### src/rtl/uart_rx_ctrl_if.sv
// Bundle of line, sampler and status signals around the UART receive frame controller.
// master: the frame controller. slave: the line/sampler/deserializer side.
interface uart_rx_ctrl_if #(
  parameter int unsigned DATA_WIDTH = 8,
  parameter int unsigned PRESCALE_W = 6
);
  localparam int unsigned BIT_CNT_W = $clog2(DATA_WIDTH);

  logic                  RX_IN;
  logic [PRESCALE_W-1:0] Prescale;
  logic                  PAR_EN;
  logic                  PAR_TYP;
  logic                  Sampled_Bit;
  logic                  Sample_Valid;

  logic                  Sampler_EN;
  logic                  Deser_EN;
  logic [PRESCALE_W-1:0] Edge_Cnt;
  logic [BIT_CNT_W-1:0]  Bit_Cnt;
  logic                  Data_Valid;
  logic                  Par_Err;
  logic                  Stp_Err;
  logic                  Strt_Glitch;

  modport master (
    input  RX_IN, Prescale, PAR_EN, PAR_TYP, Sampled_Bit, Sample_Valid,
    output Sampler_EN, Deser_EN, Edge_Cnt, Bit_Cnt, Data_Valid, Par_Err, Stp_Err, Strt_Glitch
  );

  modport slave (
    output RX_IN, Prescale, PAR_EN, PAR_TYP, Sampled_Bit, Sample_Valid,
    input  Sampler_EN, Deser_EN, Edge_Cnt, Bit_Cnt, Data_Valid, Par_Err, Stp_Err, Strt_Glitch
  );
endinterface

### src/rtl/uart_rx_ctrl.sv
// UART receive frame controller: start detection, per-bit timing at the oversampling rate,
// sampler/deserializer enables, start/parity/stop checking and the Data_Valid strobe.
// Parity support is compiled in only when UART_RX_PARITY_EN is defined; otherwise frames
// are start + DATA_WIDTH data bits + stop, and Par_Err is tied low.
module uart_rx_ctrl #(
  parameter int unsigned DATA_WIDTH = 8,
  parameter int unsigned PRESCALE_W = 6
) (
  input logic            Deseralizer_CLK,
  input logic            Deseralizer_RST,
  uart_rx_ctrl_if.master rx_if
);

  localparam int unsigned BIT_CNT_W = $clog2(DATA_WIDTH);

`ifdef UART_RX_PARITY_EN
  typedef enum logic [2:0] {StIdle, StStart, StData, StParity, StStop} state_e;
`else
  typedef enum logic [2:0] {StIdle, StStart, StData, StStop} state_e;
`endif

  state_e                state_q, state_d;
  logic [PRESCALE_W-1:0] edge_cnt_q, edge_cnt_d;
  logic [BIT_CNT_W-1:0]  bit_cnt_q, bit_cnt_d;
  logic [PRESCALE_W-1:0] p_q, p_d;
  logic                  sample_q, sample_d;
  logic                  stp_err_q, stp_err_d;
  logic                  data_valid_q, data_valid_d;
  logic                  strt_glitch_q, strt_glitch_d;

  logic                  bit_end;
  logic                  bit_sample;
  logic                  par_err;

`ifdef UART_RX_PARITY_EN
  logic par_en_q, par_en_d;
  logic par_typ_q, par_typ_d;
  logic parity_q, parity_d;
  logic par_err_q, par_err_d;

  assign par_err = par_err_q;
`else
  logic unused_par_cfg;

  assign unused_par_cfg = rx_if.PAR_EN ^ rx_if.PAR_TYP;
  assign par_err        = 1'b0;
`endif

  // Bit boundary uses the prescale captured at start detection, not the live input.
  assign bit_end = (state_q != StIdle) && (edge_cnt_q == (p_q - PRESCALE_W'(1)));

  // A strobe arriving on the bit-end cycle itself is the latest sample of that bit.
  assign bit_sample = rx_if.Sample_Valid ? rx_if.Sampled_Bit : sample_q;

  // Next-state, counters and flag updates.
  always_comb begin
    state_d       = state_q;
    edge_cnt_d    = edge_cnt_q;
    bit_cnt_d     = bit_cnt_q;
    p_d           = p_q;
    sample_d      = sample_q;
    stp_err_d     = stp_err_q;
    data_valid_d  = 1'b0;
    strt_glitch_d = 1'b0;
`ifdef UART_RX_PARITY_EN
    par_en_d      = par_en_q;
    par_typ_d     = par_typ_q;
    parity_d      = parity_q;
    par_err_d     = par_err_q;
`endif

    // Edge counter and per-bit sample latch; the latch re-arms to 1 at every bit boundary.
    if (state_q == StIdle) begin
      edge_cnt_d = '0;
      bit_cnt_d  = '0;
      sample_d   = 1'b1;
    end else if (bit_end) begin
      edge_cnt_d = '0;
      sample_d   = 1'b1;
    end else begin
      edge_cnt_d = edge_cnt_q + PRESCALE_W'(1);
      sample_d   = bit_sample;
    end

    unique case (state_q)
      StIdle: begin
        if (!rx_if.RX_IN) begin
          state_d   = StStart;
          p_d       = rx_if.Prescale;
          stp_err_d = 1'b0;
`ifdef UART_RX_PARITY_EN
          par_en_d  = rx_if.PAR_EN;
          par_typ_d = rx_if.PAR_TYP;
          parity_d  = 1'b0;
          par_err_d = 1'b0;
`endif
        end
      end

      StStart: begin
        if (bit_end) begin
          if (bit_sample) begin
            strt_glitch_d = 1'b1;
            state_d       = StIdle;
          end else begin
            state_d = StData;
          end
        end
      end

      StData: begin
`ifdef UART_RX_PARITY_EN
        if (rx_if.Sample_Valid) begin
          parity_d = parity_q ^ rx_if.Sampled_Bit;
        end
`endif
        if (bit_end) begin
          if (bit_cnt_q == BIT_CNT_W'(DATA_WIDTH - 1)) begin
            bit_cnt_d = '0;
`ifdef UART_RX_PARITY_EN
            state_d   = par_en_q ? StParity : StStop;
`else
            state_d   = StStop;
`endif
          end else begin
            bit_cnt_d = bit_cnt_q + BIT_CNT_W'(1);
          end
        end
      end

`ifdef UART_RX_PARITY_EN
      StParity: begin
        if (bit_end) begin
          par_err_d = bit_sample != (parity_q ^ par_typ_q);
          state_d   = StStop;
        end
      end
`endif

      StStop: begin
        if (bit_end) begin
          stp_err_d    = ~bit_sample;
          data_valid_d = bit_sample & ~par_err;
          state_d      = StIdle;
        end
      end

      default: begin
        state_d = StIdle;
      end
    endcase
  end

  // State and flag registers; reset drops any frame in progress.
  always_ff @(posedge Deseralizer_CLK or negedge Deseralizer_RST) begin
    if (!Deseralizer_RST) begin
      state_q       <= StIdle;
      edge_cnt_q    <= '0;
      bit_cnt_q     <= '0;
      p_q           <= '0;
      sample_q      <= 1'b1;
      stp_err_q     <= 1'b0;
      data_valid_q  <= 1'b0;
      strt_glitch_q <= 1'b0;
    end else begin
      state_q       <= state_d;
      edge_cnt_q    <= edge_cnt_d;
      bit_cnt_q     <= bit_cnt_d;
      p_q           <= p_d;
      sample_q      <= sample_d;
      stp_err_q     <= stp_err_d;
      data_valid_q  <= data_valid_d;
      strt_glitch_q <= strt_glitch_d;
    end
  end

`ifdef UART_RX_PARITY_EN
  // Per-frame parity configuration, running parity and the parity error flag.
  always_ff @(posedge Deseralizer_CLK or negedge Deseralizer_RST) begin
    if (!Deseralizer_RST) begin
      par_en_q  <= 1'b0;
      par_typ_q <= 1'b0;
      parity_q  <= 1'b0;
      par_err_q <= 1'b0;
    end else begin
      par_en_q  <= par_en_d;
      par_typ_q <= par_typ_d;
      parity_q  <= parity_d;
      par_err_q <= par_err_d;
    end
  end
`endif

  // Enables decoded from the registered state only, so they cannot glitch.
  assign rx_if.Sampler_EN  = (state_q != StIdle);
  assign rx_if.Deser_EN    = (state_q == StData);
  assign rx_if.Edge_Cnt    = edge_cnt_q;
  assign rx_if.Bit_Cnt     = bit_cnt_q;
  assign rx_if.Data_Valid  = data_valid_q;
  assign rx_if.Par_Err     = par_err;
  assign rx_if.Stp_Err     = stp_err_q;
  assign rx_if.Strt_Glitch = strt_glitch_q;

endmodule

### src/flat_wrapper.sv
// flat-port wrapper written by rule: the top's interface ports become plain ports
module uart_rx_ctrl_flat 
#(
  parameter int unsigned DATA_WIDTH = 8,
  parameter int unsigned PRESCALE_W = 6
)
  (Deseralizer_CLK, Deseralizer_RST, rx_if_RX_IN, rx_if_Prescale, rx_if_PAR_EN, rx_if_PAR_TYP, rx_if_Sampled_Bit, rx_if_Sample_Valid, rx_if_Sampler_EN, rx_if_Deser_EN, rx_if_Edge_Cnt, rx_if_Bit_Cnt, rx_if_Data_Valid, rx_if_Par_Err, rx_if_Stp_Err, rx_if_Strt_Glitch);
  uart_rx_ctrl_if #(.DATA_WIDTH(DATA_WIDTH), .PRESCALE_W(PRESCALE_W)) rx_if_i ();
  input logic Deseralizer_CLK;
  input logic Deseralizer_RST;
  input wire logic [$bits(rx_if_i.RX_IN)-1:0] rx_if_RX_IN;
  input wire logic [$bits(rx_if_i.Prescale)-1:0] rx_if_Prescale;
  input wire logic [$bits(rx_if_i.PAR_EN)-1:0] rx_if_PAR_EN;
  input wire logic [$bits(rx_if_i.PAR_TYP)-1:0] rx_if_PAR_TYP;
  input wire logic [$bits(rx_if_i.Sampled_Bit)-1:0] rx_if_Sampled_Bit;
  input wire logic [$bits(rx_if_i.Sample_Valid)-1:0] rx_if_Sample_Valid;
  output wire logic [$bits(rx_if_i.Sampler_EN)-1:0] rx_if_Sampler_EN;
  output wire logic [$bits(rx_if_i.Deser_EN)-1:0] rx_if_Deser_EN;
  output wire logic [$bits(rx_if_i.Edge_Cnt)-1:0] rx_if_Edge_Cnt;
  output wire logic [$bits(rx_if_i.Bit_Cnt)-1:0] rx_if_Bit_Cnt;
  output wire logic [$bits(rx_if_i.Data_Valid)-1:0] rx_if_Data_Valid;
  output wire logic [$bits(rx_if_i.Par_Err)-1:0] rx_if_Par_Err;
  output wire logic [$bits(rx_if_i.Stp_Err)-1:0] rx_if_Stp_Err;
  output wire logic [$bits(rx_if_i.Strt_Glitch)-1:0] rx_if_Strt_Glitch;
  assign rx_if_i.RX_IN = rx_if_RX_IN;
  assign rx_if_i.Prescale = rx_if_Prescale;
  assign rx_if_i.PAR_EN = rx_if_PAR_EN;
  assign rx_if_i.PAR_TYP = rx_if_PAR_TYP;
  assign rx_if_i.Sampled_Bit = rx_if_Sampled_Bit;
  assign rx_if_i.Sample_Valid = rx_if_Sample_Valid;
  assign rx_if_Sampler_EN = rx_if_i.Sampler_EN;
  assign rx_if_Deser_EN = rx_if_i.Deser_EN;
  assign rx_if_Edge_Cnt = rx_if_i.Edge_Cnt;
  assign rx_if_Bit_Cnt = rx_if_i.Bit_Cnt;
  assign rx_if_Data_Valid = rx_if_i.Data_Valid;
  assign rx_if_Par_Err = rx_if_i.Par_Err;
  assign rx_if_Stp_Err = rx_if_i.Stp_Err;
  assign rx_if_Strt_Glitch = rx_if_i.Strt_Glitch;
  uart_rx_ctrl #(.DATA_WIDTH(DATA_WIDTH), .PRESCALE_W(PRESCALE_W)) u_core (.Deseralizer_CLK(Deseralizer_CLK), .Deseralizer_RST(Deseralizer_RST), .rx_if(rx_if_i));
endmodule
### config.mk
export PLATFORM = sky130hd
export DESIGN_NAME = uart_rx_ctrl_flat
export DESIGN_NICKNAME = d
export VERILOG_FILES = /design/src/rtl/uart_rx_ctrl_if.sv /design/src/rtl/uart_rx_ctrl.sv /design/src/flat_wrapper.sv
export SDC_FILE = /design/constraint.sdc
export NUM_CORES = 1
export LEC_CHECK = 0
export ABC_AREA = 1
export CAP_MARGIN = 20
export CORE_UTILIZATION = 49
export CTS_CLUSTER_SIZE = 40
export DETAILED_ROUTE_END_ITERATION = 6
export GPL_ROUTABILITY_DRIVEN = 0
export PLACE_DENSITY = 0.78
export SETUP_SLACK_MARGIN = 0.1
export SYNTH_ARGS = -nofsm -noshare
export SYNTH_HDL_FRONTEND = slang
export SYNTH_SLANG_ARGS = --single-unit
### constraint.sdc
create_clock -name Deseralizer_CLK -period 1.8 [get_ports Deseralizer_CLK]
set_clock_uncertainty 0.1 [all_clocks]
set_input_delay 0.45 -clock Deseralizer_CLK [delete_from_list [all_inputs] [get_ports Deseralizer_CLK]]
set_output_delay 0.45 -clock Deseralizer_CLK [all_outputs]
set_load 0.03 [all_outputs]
==> run metrics <==
final worst-path setup slack roughly 0.049 ns; Fmax achieved between 0.5 and 0.6 GHz; Final Setup Violations 0; worst min path class input port to async pin; Synth Area per Inst about 7.9 um2; clk_lat worst skew between 0.3 and 0.4 ns; Power per Cell Area roughly 1700 nW/um2; Ys Warns 0; Tcrit/Tclk final between 90% and 100%; post-place instance area roughly 1500 um2; synthesized area about 1200 um2; remaining antenna violation count 0; Setup CP Type flop to output pin; max-cap violations 0; dominant cell type by area after synthesis dfrtp_1; number of synthesized flops with an enable pin 0; clk slew on worst S/H paths between 0.1 and 0.15 ns; Mapped Nets roughly 170; Worst EP required 1.25 ns; Seq cells post-synth 21; Die Area 2700 um2; routed vias roughly 1200; CP endpoint kind output pin; n_diodes 0; Commonest cells post-synth nand2_1 (47), dfrtp_1 (20), inv_1 (18); Fin. Hold Viols 0; CTS root buf clkbuf_4; Final Net Count roughly 220; total grt overflow 0; vias in the first global route roughly 1100; setup TNS 0 ns; largest net degree at the start of global routing 22; final wirelength about 3.2 mm; Total Routing Usage GR between 20% and 30%; Layout Area Growth over Synthesis 41.6%; total chip power just under 3 mW; Worst EP arrival ~1.2 ns; unrepaired setup endpoints after global routing true; DIE WIDTH 52 um; Synth Flop Type dfrtp_1; TritonCTS sink count 21; Die H 52 um; CTS buffer count 3; ranking of synthesized cells by area dfrtp_1 (41%), nand2_1 (14%), inv_1 (5.5%); IO Count 28; DR pass1 iterations 4; HPWL after DPL about 2.0 mm; Initial Util 53.8%; Distinct cells, synth 26; CTS tree built; sequential area share after synthesis roughly 43%; Critical R2R Launch u_core.p_q[1]; DR vias/cell 5.17; run status finished, final reports clean; Async SR Flop Fraction between 90% and 100%; Syn Inst Count about 160; crit start category flop; initial DRC count 58; Layout Cell Area excl Fill roughly 1700 um2; pre-CTS setup slack slightly above 0.02 ns; Routed WL per cell roughly 14 um; PortBufs 24; antenna violations before repair 0; H-tree levels 1; row count 17; Final Critical Period 1.75 ns; share of cells above drive strength 1 roughly 37%; Final Max Tran Viols 0; Yosys top cell area share 40.9%; CTS Buffer Depth 2; DR DRC count 0; global-route wire length before repair approximately 4.5 mm; Setup crit start u_core.state_q[0]; Max FO, Critical Path 5; most numerous cell in the Yosys netlist nand2_1; core area roughly 2300 um2; P_leak between 0.9 and 1 nW; Max IR drop VDD approximately 1.3 mV
[cell type report]
type | count | area [um2]
multi-input combinational | 110 | 696
fill | 155 | 542
tap | 28 | 35.0
timing repair buffer | 41 | 365
clock buffer | 4 | 26.3
sequential | 21 | 528
inverter | 21 | 83.8
[path summary, 6_finish.rpt]
path | endpoint | slack (ns) | depth (start not counted)
setup / recovery | rx_if_Deser_EN | 0.05 | 3
hold / removal | u_core.rx_if.Edge_Cnt[4] | 0.36 | 2
setup reg to reg | u_core.rx_if.Edge_Cnt[4] | 0.07 | 10
hold reg to reg | u_core.rx_if.Stp_Err | 0.42 | 2
max in group asynchronous | u_core.sample_q | 0.95 | 2
min in group Deseralizer_CLK | u_core.rx_if.Stp_Err | 0.42 | 2
[sequential cells by signal (all words and copies together), names as in the netlist]
signal and flops:
u_core.rx_if.Stp_Err 1, u_core.p_q 6, u_core.rx_if.Bit_Cnt 3, u_core.rx_if.Edge_Cnt 6, u_core.rx_if.Strt_Glitch 1, u_core.state_q 2
u_core.sample_q 1, u_core.rx_if.Data_Valid 1
[placed cells by master, fill, tap and decap left out, types with 2 or more instances in the layout]
cell / Yosys / final
buf_4: 1 / 15
inv_1: 18 / 13
nand3_2: 4 / 4
ha_1: 4 / 3
nand2_4: 0 / 2
nor2_2: 6 / 4
clkdlybuf4s50_1: 0 / 10
xor2_1: 2 / 2
dfrtp_1: 20 / 19
dlygate4sd2_1: 0 / 8
nor3_1: 2 / 2
nor2_4: 1 / 6
nand3_1: 10 / 8
a21oi_2: 6 / 6
inv_2: 2 / 6
clkbuf_4: 0 / 3
clkbuf_2: 0 / 4
nand2_2: 2 / 8
nand3_4: 0 / 2
nand2_1: 47 / 39
inv_4: 0 / 2
nor2_1: 17 / 14
buf_6: 1 / 2
buf_12: 0 / 2
[cell families after synthesis]
kind of cell | synth area share [%]
xor+xnor | 2.86
simple gates | 35.6
fa+ha+maj | 4.09
compound gates | 4.90
other cells | 0.306
buf+inv | 9.19
flops | 43.0
[metrics by stage]
step           cells  hold WS (ns)  util (%)
6_report         225         0.364      76.2
5_1_grt          225         0.395      76.2
4_1_cts          218         0.375      69.8
3_5_place_dp     211         0.404      67.1
3_3_place_gp     211         0.399      67.1
2_1_floorplan    155        0.0544         -
[timing repair]
action                     4_1_cts  5_1_grt
setup endpoints to repair       25       20
pin swaps                        4       15
resized for setup               25       32
hold buffers                     0        0
setup buffers                    3        8
[report_power, final]
| group | switching [mW] | internal, mW |
|---|---|---|
| sequential | 0.187 | 0.661 |
| clock | 0.147 | 0.0866 |
| combinational | 1.08 | 0.744 |
| total | 1.42 | 1.49 |
[critical path: stages, from the launching register on]
cell     delay [ns]
dfrtp_2        0.48
buf_12         0.15
nor2_4         0.12
buf_6          0.15
[routing by layer]
metal	track usage [%]	routed length [um]
met1	27.4	1280
met2	41.2	1690
met3	2.92	163
met4	10.4	74
met5	0	0
No activity file was read; power rests on OpenSTA's default activity.
